--- config.mk ---
export PLATFORM = sky130hd
export DESIGN_NAME = bg_fg_classifier
export DESIGN_NICKNAME = d
export VERILOG_FILES = /design/src/rtl/bg_model_pkg.sv /design/src/rtl/bg_var_compare.sv /design/src/rtl/bg_fg_classifier.sv
export SDC_FILE = /design/constraint.sdc
export NUM_CORES = 1
export LEC_CHECK = 0
export CORE_MARGIN = 4
export CORE_UTILIZATION = 55
export DETAILED_ROUTE_END_ITERATION = 10
export HOLD_SLACK_MARGIN = 0.03
export PLACE_DENSITY = 0.83
export SYNTH_ARGS = -nofsm -noshare
export SYNTH_HDL_FRONTEND = slang
export SYNTH_SLANG_ARGS = --single-unit
--- constraint.sdc ---
create_clock -name i_clk -period 11.7 [get_ports i_clk]
set_input_delay 2.34 -clock i_clk [delete_from_list [all_inputs] [get_ports i_clk]]
set_output_delay 2.34 -clock i_clk [all_outputs]
set_load 0.03 [all_outputs]
--- src/rtl/bg_model_pkg.sv ---
// Shared definitions for the per-pixel background model in SRAM.
// Used by both the background-update writer and the classifier reader.
package bg_model_pkg;

   localparam int H_MAX      = 640;
   localparam int V_MAX      = 480;
   localparam int LOG2N      = 4;
   localparam int SUM_W      = 12;
   localparam int SUMSQ_W    = 20;
   localparam int SUMSQ_LO_W = 4;
   localparam int H_W        = 10;
   localparam int V_W        = 9;
   localparam int ADDR_W     = 20;

   typedef enum logic [2:0] {
      S_IDLE,
      S_RD_LO,
      S_RD_HI,
      S_CALC,
      S_OUT
   } state_t;

   // Each pixel owns two consecutive words: low word at 2n, high word at 2n+1.
   function automatic logic [ADDR_W-1:0] pixel_addr(input logic [H_W-1:0] h,
                                                   input logic [V_W-1:0] v,
                                                   input logic           hi,
                                                   input int unsigned    h_max = H_MAX);
      int unsigned n;
      n = 32'(v) * h_max + 32'(h);
      return {n[ADDR_W-2:0], hi};
   endfunction

endpackage

--- src/rtl/bg_var_compare.sv ---
// Combinational mean/variance test of one pixel against its N-frame model.
// All arithmetic is scaled by N so it stays exact in integers.
module bg_var_compare
   import bg_model_pkg::*;
#(
   parameter int K2        = 9,
   parameter int VAR_FLOOR = 16
) (
   input  logic [7:0]         gray,
   input  logic [SUM_W-1:0]   sum,
   input  logic [SUMSQ_W-1:0] sumsq,
   output logic               fg,
   output logic [7:0]         mean
);

   localparam logic [23:0] FLOOR_SCALED = 24'(VAR_FLOOR << (2 * LOG2N));
   localparam logic [3:0]  K2_U         = 4'(K2);

   logic signed [12:0] diff;
   logic [11:0]        diff_mag;
   logic [23:0]        d2;
   logic [23:0]        sum_sq;
   logic signed [24:0] var_raw;
   logic [23:0]        var_clamped;
   logic [23:0]        var_eff;
   logic [27:0]        thresh;

   // A corrupt model can make N*sumsq - sum^2 negative; treat that as zero variance.
   always_comb begin
      diff        = $signed({1'b0, gray, {LOG2N{1'b0}}}) - $signed({1'b0, sum});
      diff_mag    = diff[12] ? 12'(-diff) : 12'(diff);
      d2          = 24'(diff_mag) * 24'(diff_mag);
      sum_sq      = 24'(sum) * 24'(sum);
      var_raw     = $signed({1'b0, sumsq, {LOG2N{1'b0}}}) - $signed({1'b0, sum_sq});
      var_clamped = var_raw[24] ? '0 : var_raw[23:0];
      var_eff     = (var_clamped > FLOOR_SCALED) ? var_clamped : FLOOR_SCALED;
      thresh      = 28'(K2_U) * 28'(var_eff);
      fg          = 28'(d2) > thresh;
      mean        = sum[SUM_W-1:LOG2N];
   end

endmodule

--- src/rtl/bg_fg_classifier.sv ---
// Foreground classifier: fetches each pixel's background model from shared SRAM
// and flags pixels that deviate from the mean by more than sqrt(K2) sigma.
module bg_fg_classifier #(
   parameter int H_MAX     = 640,
   parameter int V_MAX     = 480,
   parameter int K2        = 9,
   parameter int VAR_FLOOR = 16
) (
   input  logic        i_clk,
   input  logic        i_rst_n,
   input  logic        i_valid,
   output logic        o_ready,
   input  logic [7:0]  i_gray,
   input  logic        i_sof,
   input  logic        i_model_valid,
   output logic        o_sram_rd,
   output logic [19:0] o_sram_addr,
   input  logic        i_sram_gnt,
   input  logic [15:0] i_sram_dq,
   output logic        o_valid,
   input  logic        i_ready,
   output logic        o_fg,
   output logic [7:0]  o_gray,
   output logic [7:0]  o_mean
);

   import bg_model_pkg::*;

   localparam logic [H_W-1:0] H_LAST = H_W'(H_MAX - 1);
   localparam logic [V_W-1:0] V_LAST = V_W'(V_MAX - 1);

   state_t         state;
   state_t         next_state;
   logic [H_W-1:0] h;
   logic [V_W-1:0] v;
   logic [7:0]     gray_q;
   logic [7:0]     mean_q;
   logic [7:0]     calc_mean;
   logic           fg_q;
   logic           calc_fg;
   logic [15:0]    word_lo;
   logic [15:0]    word_hi;
   logic           accept;
   logic           handshake;

   assign accept    = (state == S_IDLE) && i_valid;
   assign handshake = (state == S_OUT) && i_ready;

   always_ff @(posedge i_clk or negedge i_rst_n) begin
      if (!i_rst_n) state <= S_IDLE;
      else          state <= next_state;
   end

   always_comb begin
      next_state = state;
      case (state)
         S_IDLE:  if (i_valid) next_state = i_model_valid ? S_RD_LO : S_OUT;
         S_RD_LO: if (i_sram_gnt) next_state = S_RD_HI;
         S_RD_HI: if (i_sram_gnt) next_state = S_CALC;
         S_CALC:  next_state = S_OUT;
         S_OUT:   if (i_ready) next_state = S_IDLE;
         default: next_state = S_IDLE;
      endcase
   end

   always_comb begin
      o_ready     = 1'b0;
      o_valid     = 1'b0;
      o_sram_rd   = 1'b0;
      o_sram_addr = '0;
      case (state)
         S_IDLE:  o_ready = 1'b1;
         S_RD_LO: begin
            o_sram_rd   = 1'b1;
            o_sram_addr = pixel_addr(h, v, 1'b0, H_MAX);
         end
         S_RD_HI: begin
            o_sram_rd   = 1'b1;
            o_sram_addr = pixel_addr(h, v, 1'b1, H_MAX);
         end
         S_OUT:   o_valid = 1'b1;
         default: ;
      endcase
   end

   // The counters name the pixel in flight; they advance only once it is delivered.
   always_ff @(posedge i_clk or negedge i_rst_n) begin
      if (!i_rst_n) begin
         h <= '0;
         v <= '0;
      end else if (accept && i_sof) begin
         h <= '0;
         v <= '0;
      end else if (handshake) begin
         if (h == H_LAST) begin
            h <= '0;
            v <= (v == V_LAST) ? '0 : v + 1'b1;
         end else begin
            h <= h + 1'b1;
         end
      end
   end

   always_ff @(posedge i_clk or negedge i_rst_n) begin
      if (!i_rst_n) begin
         gray_q  <= '0;
         fg_q    <= 1'b0;
         mean_q  <= '0;
         word_lo <= '0;
         word_hi <= '0;
      end else begin
         if (accept) begin
            gray_q <= i_gray;
            if (!i_model_valid) begin
               fg_q   <= 1'b0;
               mean_q <= '0;
            end
         end
         if (state == S_RD_LO && i_sram_gnt) word_lo <= i_sram_dq;
         if (state == S_RD_HI && i_sram_gnt) word_hi <= i_sram_dq;
         if (state == S_CALC) begin
            fg_q   <= calc_fg;
            mean_q <= calc_mean;
         end
      end
   end

   bg_var_compare #(
      .K2        (K2),
      .VAR_FLOOR (VAR_FLOOR)
   ) u_var_compare (
      .gray  (gray_q),
      .sum   (word_lo[SUM_W-1:0]),
      .sumsq ({word_hi, word_lo[15:SUM_W]}),
      .fg    (calc_fg),
      .mean  (calc_mean)
   );

   assign o_fg   = fg_q;
   assign o_gray = gray_q;
   assign o_mean = mean_q;

endmodule

Word-level counts from Yosys, hierarchy flattened
Cells that the tools add are included.
- bits of input ports: 31
- logic and storage cells: 70
- bits in registers: 71
- multiplexer cells: 26
- add/subtract/negate cells: 6
- eq/ne operators: 11
- magnitude comparators: 2
- multiply operators: 4
- reduce and logical (&&, ||, !) cells: 13
- operators with widths (kind ; number):
    multiplier 12 x 12 -> 24 bit ; 2
    two-way mux 24 bit ; 2
    one-hot mux 20 bit (2 select lines) ; 1
    two-way mux 9 bit ; 4
    two-way mux 10 bit ; 3
    greater-than comparator 24 x 28 -> 1 bit ; 1
    multiplier 4 x 24 -> 28 bit (first input constant) ; 1
    subtractor 24 x 24 -> 25 bit ; 1
    greater-than comparator 24 x 13 -> 1 bit (second input constant) ; 1
    two-way mux 8 bit ; 3
    adder 19 x 10 -> 19 bit ; 1
    two-way mux 3 bit ; 5
    one-hot mux 3 bit (5 select lines) ; 1
    subtractor 12 x 12 -> 13 bit ; 1
    multiplier 9 x 3 -> 12 bit (second input constant) ; 1
    two-way mux 12 bit ; 1
    negator 12 bit ; 1
    adder 10 x 1 -> 10 bit (second input constant) ; 1
    == test 10 bit (second input constant) ; 1
    adder 9 x 1 -> 9 bit (second input constant) ; 1
    == test 9 bit (second input constant) ; 1
    inequality test 2 bit (second input constant) ; 4
    == test 3 x 2 -> 1 bit (second input constant) ; 2
    two-way mux 1 bit ; 6
    9 further kinds ; 16

Logic depth before layout (Yosys ltp)
Gate-level depths: netlist (run 1).
- word-level depth: 8
- gate-level depth with buffers: 50
- gate-level depth less buffers: 47

Cells and area by module
Synthesis (run 1) repeated with hierarchy kept, for this count alone.
- cell total of the unflattened synthesis: 1672
- area, all modules: 14750.4 µm²
- by module, submodules not included (module ; cells an instance ; instances ; area each (µm²)):
    bg_var_compare ; 1334 ; 1 ; 10999.3
    bg_fg_classifier ; 338 ; 1 ; 3751.1

Least setup slack after synthesis (run 1)
OpenSTA, ideal clock, no wires.
- path type: register to register
- start point: register word_lo[0]
- end point: register fg_q (netlist: o_fg)
- path slack: 1.851 ns
- data required time: 11.613 ns
- setup time: 0.087 ns
- arrival: 9.762 ns
- clock period less this slack: 9.849 ns
- stages on the path, launching flop included: 45
- cells stage by stage: dfrtp_1 -> clkbuf_1 -> nand2_1 -> inv_1 -> fa_1 -> fa_1 -> inv_1 -> fa_1 -> fa_1 -> inv_1 -> fa_1 -> inv_1 -> ha_1 -> a21o_1 -> or3_4 -> a31oi_4 -> o31a_4 -> o311ai_4 -> [9 not listed] -> a21oi_1 -> a21oi_1 -> o31a_1 -> o21ai_0 -> nand2b_1 -> a31oi_1 -> o21bai_1 -> a21oi_1 -> xor2_1 -> ha_1 -> nand4_1 -> nor3_1 -> nand3_1 -> o221ai_1 -> nor4_1 -> a31oi_1 -> nand2_1 -> a211oi_2
- cells in the longest elaborated chain, start to end: 8
- RTL lines (what ; RTL line ; source):
    from (decl) ; bg_fg_classifier.sv:41 ; logic [15:0] word_lo;
    from (signal assigned) ; bg_fg_classifier.sv:119 ; if (state == S_RD_LO && i_sram_gnt) word_lo <= i_sram_dq;
    multiplier 12 x 12 -> 24 bit ; bg_var_compare.sv:33 ; sum_sq = 24'(sum) * 24'(sum);
    subtractor 24 x 24 -> 25 bit ; bg_var_compare.sv:34 ; var_raw = $signed({1'b0, sumsq, {LOG2N{1'b0}}}) - $signed({1'b0, sum_sq});
    two-way mux 24 bit ; bg_var_compare.sv:35 ; var_clamped = var_raw[24] ? '0 : var_raw[23:0];
    greater-than comparator 24 x 13 -> 1 bit ; bg_var_compare.sv:36 ; var_eff = (var_clamped > FLOOR_SCALED) ? var_clamped : FLOOR_SCALED;
    two-way mux 24 bit ; bg_var_compare.sv:36 ;
    multiplier 4 x 24 -> 28 bit ; bg_var_compare.sv:37 ; thresh = 28'(K2_U) * 28'(var_eff);
    greater-than comparator 24 x 28 -> 1 bit * ; bg_var_compare.sv:38 ; fg = 28'(d2) > thresh;
    two-way mux 1 bit * ; bg_fg_classifier.sv:121 ; if (state == S_CALC) begin
    to (signal assigned) ; bg_fg_classifier.sv:122 ; fg_q <= calc_fg;
    to (decl) ; bg_fg_classifier.sv:39 ; logic fg_q;
Mark *: on every way between the ends. The rest lies on a longest branch, timed or not.
A chain may end at the register's enable or synchronous reset.

Final worst setup path (run 1)
- start point: register word_lo[9]
- end point: register fg_q (netlist: o_fg)
Same word-level chain as after synthesis.

==> summary.txt, run 1 <==
CTS
  – Latest clock arrival within the worst-skew pair: 0.36 ns
  – Clock sinks: 71
  – Max H-tree Level: 3
  – CTS root buffer: clkbuf_16
  – Clk slew on worst S/H paths: 0.07 ns
  – Max Buffers Root-to-Sink: 2
  – CTS tree: done
  – TritonCTS Buffers: 9

Die
  – # IOs: 71
  – Die H: 171 µm
  – Die X: 171 µm
  – FP Rows: 59
  – Core box area: 26100 µm²
  – Initial Utilization: 56.1%
  – Die area: 29400 µm²

Cells and area
  – Nets: 2183
  – Footprint of the multi-input gates: 11500 µm²
  – Fillers: 2184
  – Area Growth Syn to Fin: 9.32%
  – Post-route cell area: 16000 µm²
  – Share of layout cells above drive strength 1: 5.76%
  – ANT cells: 0
  – FF+latch area: 1790 µm²

Global route
  – First-pass GRT wire length: 59500 µm
  – Tot GR Track Use: 24.8%
  – Largest net degree at the start of global routing: 72
  – Number of global-route vias before repair: 12500
  – Grt ovf: 0
  – Initial antenna violation count: 0

Place
  – Port Buffer Count: 70
  – Gpl congestion: 0.956
  – Pre-CTS setup slack: 0.710 ns
  – Post-DP Area: 15700 µm²
  – Post-detail-place hpwl: 28200 µm

Timing
  – Crit share post-route: 93.9%
  – Final setup skew: 0.0110 ns
  – Fin crit period: 10.98 ns
  – Worst hold slack: 0.507 ns
  – Fmax: 91.0 MHz
  – RSZ-0062 raised after global routing: false
  – Total negative setup slack: 0 ns
  – Slew Viols, Final: 0
  – Final setup margin: 0.715 ns
  – Slew HR: 29.8%
  – Hold Vio Cnt, Final: 0
  – Worst Tran Pin Value: 1.05 ns
  – Final setup vio count: 0

Critical path
  – Crit Reg-Reg Endpoint: o_fg
  – Reg2Reg Launch Point: word_lo[9]
  – CP required: 11.98 ns
  – Cells on worst reg2reg path: 42
  – Slowest stage cell, crit path: fa_1
  – CP max stage delay: 0.55 ns
  – Critical Path AT: 11.26 ns
  – Crit path top cell by count: fa_1
  – WS Path Type: flip-flop to flip-flop
  – Worst-path maximum fanout: 23
  – Reg2reg setup slack: 0.72 ns
  – Critical Path Sink Type: flip-flop
  – Crit path launch type: flip-flop

Worst hold path
  – Worst Hold Depth: 1
  – Hold path endpoint: o_mean[4]
  – Hold Startpoint: o_mean[4]
  – Hold crit path type: flip-flop to flip-flop

Route
  – Via count: 12000
  – Vias per inst: 5.69
  – Initial DRC Count: 909
  – Residual DRC: 0
  – Average wire per standard cell: 16.5 µm
  – Antenna viol nets, final: 0
  – Post-detailed-routing wire length: 34800 µm
  – DRT Pass-1 Iters: 6

Synthesis
  – Unique masters post-synth: 79
  – Asr flop ratio synth: 100%
  – Register area share after synthesis: 12.1%
  – Avg Cell Area, Syn: 8.56 µm²
  – Ys flop type: dfrtp_1
  – Mapped cell area: 14700 µm²
  – Flop and latch count out of synthesis: 71
  – Syn Inst Count: 1715
  – Syn Nets: 2132
  – EDFF count, synth: 0
  – Synth warn: 0

Run status
  – Status: finished clean

Flow run
  – Max cap viols: 0
per-stage QoR:
step | instances | utilization (%)
4_1_cts | 2106 | 61.3
3_5_place_dp | 2090 | 60.2
6_report | 2106 | 61.4
5_1_grt | 2106 | 61.4
2_1_floorplan | 1715 | -
3_3_place_gp | 2090 | 60.2
cell families after synthesis:
logic type	after synthesis	share of synthesized area, %
fa+ha+maj	386	42.2
flops	71	12.1
simple gates	486	15.8
buf+inv	375	9.79
mux	19	1.47
compound gates	273	12.3
xor+xnor	105	6.27
registers in the layout, indices dropped and copies added (netlist names):
register	flops
o_gray	8
word_lo	16
state	3
word_hi	16
h	10
v	9
o_mean	8
o_fg	1
what timing repair did:
| item | 4_1_cts | 5_1_grt |
|---|---|---|
| endpoints found under the setup margin | 0 | 1 |
| hold buffers | 0 | 0 |
| resized for setup | 0 | 9 |
| buffers inserted | 0 | 0 |
cell usage in the layout, fill, tap and decap left out, drive strengths merged, types with 5 or more instances in the layout:
cell type      Yosys  routed
a211oi             5       5
a21boi             5       5
a21o              33      33
a21oi             63      63
a22o               9       9
a31oi             12      12
and2              15      15
and3               9       9
and3b              6       6
buf                9      20
clkbuf            40       9
clkdlybuf4s50      0      69
dfrtp             71      71
fa               182     182
ha               204     204
inv              324     326
mux2              17      17
nand2            142     142
nand2b            21      21
nand3             22      22
nand4             15      15
nor2             158     158
nor2b             11      11
nor3              38      38
nor3b              5       5
nor4               8       8
o21a               9       9
o21ai             80      80
o21bai             8       8
o31a               5       5
o31ai             10      10
or2               17      17
or3               10      10
xnor2             57      57
xor2              48      48
cell type report:
cell class,count,share of cell area [%]
Sequential cell,71,11.1
Clock inverter,7,0.491
Timing Repair Buffer,89,5.24
Clock buffer,9,1.40
Inverter,326,7.65
Multi-Input combinational cell,1269,71.5
Tap cell,335,2.61
worst max-delay path: cells and delay by family, from the launching register on:
kind,cells,cell delay [ns]
XOR/XNOR,1,0.09
AO/OA/AOI/OAI,15,3.07
adder cells (fa/ha/maj),9,4.07
flip-flops,1,0.53
AND/OR/NAND/NOR,12,2.58
buffers and inverters,5,0.55
synth_stat cells, types with 9 or more instances:
cell type / n / area, µm²
xor2_1: 48 / 420
nand4_1: 14 / 87.6
fa_1: 182 / 3640
nand2b_1: 19 / 119
clkbuf_1: 40 / 150
inv_1: 322 / 1210
and3_1: 9 / 56.3
a31oi_1: 11 / 68.8
o21ai_0: 74 / 370
a22o_1: 9 / 78.8
a21oi_1: 61 / 305
mux2_2: 17 / 191
and2_1: 14 / 87.6
dfrtp_1: 71 / 1780
o31ai_1: 9 / 67.6
nor3_1: 33 / 165
a21o_1: 33 / 248
xnor2_1: 57 / 499
nor2_1: 158 / 593
nand3_1: 22 / 110
nor2b_1: 11 / 68.8
o21a_1: 9 / 67.6
nand2_1: 142 / 533
or2_2: 14 / 87.6
ha_1: 204 / 2550
routing by layer:
metal | part of all wire [%] | wire length (µm) | GRT usage, % | vias to the layer above
met4 | 3.0 | 1040 | 7.54 | 0
li1 | - | - | - | 5671
met5 | 0 | 0 | 0 | -
met3 | 7.1 | 2460 | 4.30 | 87
met2 | 49 | 17100 | 42.5 | 445
met1 | 41 | 14200 | 32.3 | 5770
worst max-delay path by stage:
stage                     startpoint  endpoint  slack (ns)  cells after the start
after floorplan           word_lo[0]      o_fg        1.85                     44
after global placement    word_lo[0]      o_fg        0.93                     42
after detailed placement  word_lo[9]      o_fg        0.71                     42
after CTS                 word_lo[9]      o_fg        0.63                     42
after global routing      word_lo[9]      o_fg        0.02                     41
final                     word_lo[9]      o_fg        0.72                     42
Power of run 1 is not shown: default switching activity piles up to over one toggle a cycle in this logic, so the estimate is an artifact.
==> run 2: changes to the inputs <==
CORE_MARGIN = unset   (was 4)
clock period = 12.9 ns   (was 11.7 ns; I/O delays follow)
==> run 2 against run 1 <==
Against the previous run:
- setup slack better by 0.99 ns
- non-clock buffer count down 4
- first-iteration DRC count is 15% lower
==> summary.txt, run 2 (synthesized netlist as in run 1, its figures left out) <==
CTS
  – Latest clock arrival within the worst-skew pair: 0.36 ns (about the same)
  – CTS Hold Bufs: 0 (unchanged)
  – TritonCTS Buffers: 9 (unchanged)
  – Max Buffers Root-to-Sink: 2 (unchanged)
  – Setup Buffers After CTS: 0 (unchanged)
  – Max H-tree Level: 3 (unchanged)
  – Clock sinks: 71 (unchanged)
  – Clk slew on worst S/H paths: 0.07 ns (about the same)
  – CTS-repair resized insts: 0 (unchanged)
  – CTS tree: done
  – CTS root buffer: clkbuf_16

Critical path
  – Slowest stage cell, crit path: dfrtp_1
  – WS Path Type: flip-flop to flip-flop
  – Worst path top cell family by delay: adder cells
  – Crit path top cell by count: fa_1
  – Critical Path Sink Type: flip-flop
  – Critical Path AT: 11.43 ns (+0.17 ns)
  – Worst Path Buf+Inv: 4 (-1)
  – CP required: 13.14 ns (+1.16 ns)
  – Crit path launch type: flip-flop
  – Worst-path maximum fanout: 15 (-35%)
  – CP max stage delay: 0.76 ns (+0.21 ns)

Timing
  – Worst Tran Pin Value: 0.995 ns (-0.0554 ns)
  – Final setup vio count: 0 (unchanged)
  – Slew HR: 33.5% (+3.7 points)
  – Fin crit period: 11.19 ns (+0.210 ns)
  – Slew Viols, Final: 0 (unchanged)
  – Crit share post-route: 86.8% (-7.1 points)
  – Final setup margin: 1.71 ns (+0.990 ns)
  – RSZ-0062 raised after global routing: false
  – Fmax: 89.3 MHz (-1.9%)
  – Hold Vio Cnt, Final: 0 (unchanged)
  – Final setup skew: 0.0174 ns (+0.00632 ns)
  – Total negative setup slack: 0 ns (unchanged)

Worst hold path
  – Hold crit path type: flip-flop to flip-flop

Global route
  – Grt ovf: 0 (unchanged)
  – Tot GR Track Use: 26.2% (+1.4 points)
  – Largest net degree at the start of global routing: 72 (unchanged)
  – First-pass GRT wire length: 56900 µm (-4.5%)
  – Initial antenna violation count: 0 (unchanged)
  – Number of global-route vias before repair: 12300 (-1.6%)

Cells and area
  – Share of layout cells above drive strength 1: 5.04% (-0.72 points)
  – Commonest non-fill, non-tap cell in the layout: inv_1
  – Fin util: 61.2% (-0.17 points)
  – Post-route cell area: 16000 µm² (-0.28%)
  – ANT cells: 0 (unchanged)
  – Area Growth Syn to Fin: 9.01%
  – Most frequent cells in the layout: inv_1, ha_1, fa_1
  – Nets: 2179 (-0.18%)
  – Largest regs: word_hi: 16 flops, word_lo: 16 flops, h: 10 flops
  – Fillers: 2158 (-1.2%)

Route
  – Average wire per standard cell: 16.2 µm (-2.1%)
  – Post-detailed-routing wire length: 34000 µm (-2.3%)
  – DRT Pass-1 Iters: 5 (-1)
  – Vias per inst: 5.65 (-0.55%)
  – Antenna viol nets, final: 0 (unchanged)
  – Initial DRC Count: 777 (-15%)
  – Via count: 11900 (-0.74%)
  – Residual DRC: 0 (unchanged)

Die
  – FP Rows: 59 (unchanged)
  – # IOs: 71 (unchanged)
  – Initial Utilization: 56.1% (unchanged)
  – Die X: 165 µm (-3.5%)
  – Die area: 27300 µm² (-6.9%)
  – Die H: 165 µm (-3.5%)
  – Core box area: 26100 µm² (unchanged)

Run status
  – Status: finished clean

Flow run
  – Max cap viols: 0 (unchanged)

Place
  – Post-detail-place hpwl: 27700 µm (-1.7%)
  – Gpl congestion: 0.894 (-6.5%)
  – Port Buffer Count: 70 (unchanged)
  – Post-DP Area: 15700 µm² (-0.19%)
  – Pre-CTS setup slack: 1.84 ns (+1.13 ns)
run 2: cell types whose count changed in the layout (fill, tap and decap cells not counted), sizes merged:
cell / change
clkinv: +1
buf: -4
clkinvlp: -3
inv: +2
run 2: layout make-up:
class,count,area [µm²],area share (%)
clock inverters,7,77.6,0.485
multi-input cells,1269,11500,71.7
inverters,326,1220,7.65
flip-flops and latches,71,1780,11.1
clock buffers,9,225,1.41
well taps,335,419,2.62
repair buffers,85,811,5.07
run 2: path summary, 6_finish.rpt:
kind,start,end,slack [ns],cells after the start
min in group asynchronous,i_rst_n,word_hi[8],2.36,1
min reg2reg,o_mean[2],o_mean[2],0.52,1
min,o_mean[2],o_mean[2],0.52,1
max reg2reg,word_lo[2],o_fg,1.71,42
max,word_lo[2],o_fg,1.71,42
max in group asynchronous,i_rst_n,h[3],9.94,1
run 2: worst register-to-register path: cells and delay by family, from the launching register on:
family	cells	cell delay, ns
multiplexers	1	0.25
XOR/XNOR	1	0.09
AO/OA/AOI/OAI	14	2.41
adder cells (fa/ha/maj)	9	3.82
AND/OR/NAND/NOR	13	3.26
buffers and inverters	4	0.49
flip-flops	1	0.76
run 2: through the flow:
step / instances / hold WS, ns
final: 2102 / 0.515
after global routing: 2102 / 0.539
after global placement: 2086 / 0.489
after floorplan: 1715 / 0.490
after detailed placement: 2086 / 0.490
after CTS: 2102 / 0.522
run 2: layer usage:
metal	vias to the layer above	routed length [µm]	track usage, %
li1	5651	-	-
met1	5777	14000	32.4
met2	362	17000	46.3
met3	94	1840	3.17
met4	0	1160	10.5
met5	-	0	0
Power of run 2 is left out for the same reason.
==> patch: new RTL, flow settings as in run 1 <==
Change the package constant `V_W` from 9 to 7.
--- a/src/rtl/bg_model_pkg.sv
+++ b/src/rtl/bg_model_pkg.sv
@@ -9,7 +9,7 @@
    localparam int SUMSQ_W    = 20;
    localparam int SUMSQ_LO_W = 4;
    localparam int H_W        = 10;
-   localparam int V_W        = 9;
+   localparam int V_W        = 7;
    localparam int ADDR_W     = 20;
 
    typedef enum logic [2:0] {
Formal check against the unedited RTL: no difference found for any inputs over 4 cycles, from zero or initial values and one cycle with i_rst_n low; that may be too few to reach the edited logic, so the function may still have changed.
==> patch against run 1 <==
  * Area after synthesis is 3.1% lower
  * Core utilization is 0.10 points higher
  * Non-clock buffer count is 1 lower
  * Sequential cell count is 2 lower
  * Final cell count is 2.8% lower
  * Final area is 2.9% lower
  * Routed wire length is 4.7% lower
  * Via count is 3.8% lower
  * Setup slack better by 11 ps
Power is left out: the tool's default activity adds up to more than one toggle a clock period on the data nets, which glitch-free logic cannot reach.
==> patch: results (changes against run 1) <==
Parameter                              Value

Status
  Status    finished, final reports clean (unchanged)

GRT
  Total GRT Usage    23.8% (was 24.8%)
  Largest net degree at the start of global routing    70 (was 72)
  Global-route track usage on met3    3.48% (was 4.30%)
  Met2 global-route usage    42.2% (was 42.5%)
  Wire length of the first global-routing pass    56,700 µm (was 59,500 µm)
  Met1 track demand over resource    29.8% (was 32.3%)
  Antenna violations before repair    0 (unchanged)

Critical path
  Highest cell delay on the worst timing path    660 ps (was 550 ps)
  Worst Path Max Fanout    11 (was 23)
  Start of the worst register-to-register path    word_lo[4]$_DFFE_PN0P_ (was word_lo[9]$_DFFE_PN0P_)
  Worst path arrival time    11,200 ps (was 11,260 ps)
  R2R depth    37 (was 42)
  Slowest stage cell on the critical path    dfrtp_1 (was fa_1)

Place
  Number of port buffers    68 (was 70)
  Worst slack at placement    790 ps (was 710 ps)
  Routability congestion estimate    0.929 (was 0.956)
  HPWL Detailed    27,000 µm (was 28,200 µm)
  Cell area after placement    15,300 µm² (was 15,700 µm²)

Min path
  Terminating pin of the worst hold path    o_mean[2]$_DFFE_PN0P_ (was o_mean[4]$_DFFE_PN0P_)
  Startpoint of the most critical hold path    o_mean[2]$_DFFE_PN0P_ (was o_mean[4]$_DFFE_PN0P_)

Finish
  Registers with the most flip-flops    word_hi x16, word_lo x16, h x10 (unchanged)
  # nets final    2,126 (was 2,183)
  Layout cells sized above 1    4.71% (was 5.76%)
  Area of the multi-input gates    11,100 µm² (was 11,500 µm²)
  Fill count    2,054 (was 2,184)

Synth
  Cell variety after synth    73 (was 79)
  Top cells by area, synth    fa_1, ha_1, dfrtp_1 (unchanged)
  XOR/XNOR share of the synthesized area    6.59% (was 6.27%)
  Synthesized-area fraction occupied by ao, oa, aoi and oai cells    11.9% (was 12.3%)
  Top cells by count, synth    inv_1, ha_1, fa_1 (unchanged)
  Share of the yosys chip area belonging to registers    12.1% (about the same)
  Share of synthesized area spent on multiplexers    1.56% (was 1.47%)
  Post-synthesis instance total    1,662 (was 1,715)
  Fraction of the mapped netlist area in adder cells    43.2% (was 42.2%)

Drt
  Detailed-route via count    11,523 (was 11,973)
  Total met2 wirelength after detailed routing    16,300 µm (was 17,100 µm)
  Average wire length per cell after detail routing    16.2 µm (was 16.5 µm)
  DRT Pass-1 Iters    5 (was 6)
  Detailed-route wire length on metal 1    13,400 µm (was 14,200 µm)
  First DRT Iteration DRCs    724 (was 909)
  Routed wire length    33,100 µm (was 34,800 µm)
  Total length of routed met3 wires    2210 µm (was 2460 µm)

STA
  Largest clock skew in the final design    7.88 ps (was 11.0 ps)
  Relative slew slack    38.2% (was 29.8%)
  Fin Hold WS    506 ps (was 507 ps)
  Upper clock frequency limit    0.0911 GHz (was 0.0910 GHz)

Clock network
  Cell at the root of the clock tree    clkbuf_16 (unchanged)
[patch: changes by cell type after synthesis, moves of 6 or more]
cell and delta:
o21ai_0 +8, inv_1 -7, nor3_1 -20, nor2b_1 +9, nand2_1 -7, and3b_1 -6
[patch: final cells by class]
class                      instances  area share [%]
clock inverter                     5           0.378
inverter                         318            7.69
tap                              330            2.65
sequential                        69            11.1
clock buffer                      11            1.56
timing repair buffer              88            5.30
multi-input combinational       1227            71.3
[patch: how the worst max path moves through the flow]
stage,start,end,depth (start not counted)
after detailed placement,word_lo[4]$_DFFE_PN0P_,o_fg$_DFFE_PN0P_,38
after global routing,word_lo[9]$_DFFE_PN0P_,o_fg$_DFFE_PN0P_,41
after CTS,word_lo[4]$_DFFE_PN0P_,o_fg$_DFFE_PN0P_,38
after global placement,word_lo[4]$_DFFE_PN0P_,o_fg$_DFFE_PN0P_,38
after floorplan,word_lo[0]$_DFFE_PN0P_,o_fg$_DFFE_PN0P_,42
final,word_lo[4]$_DFFE_PN0P_,o_fg$_DFFE_PN0P_,37
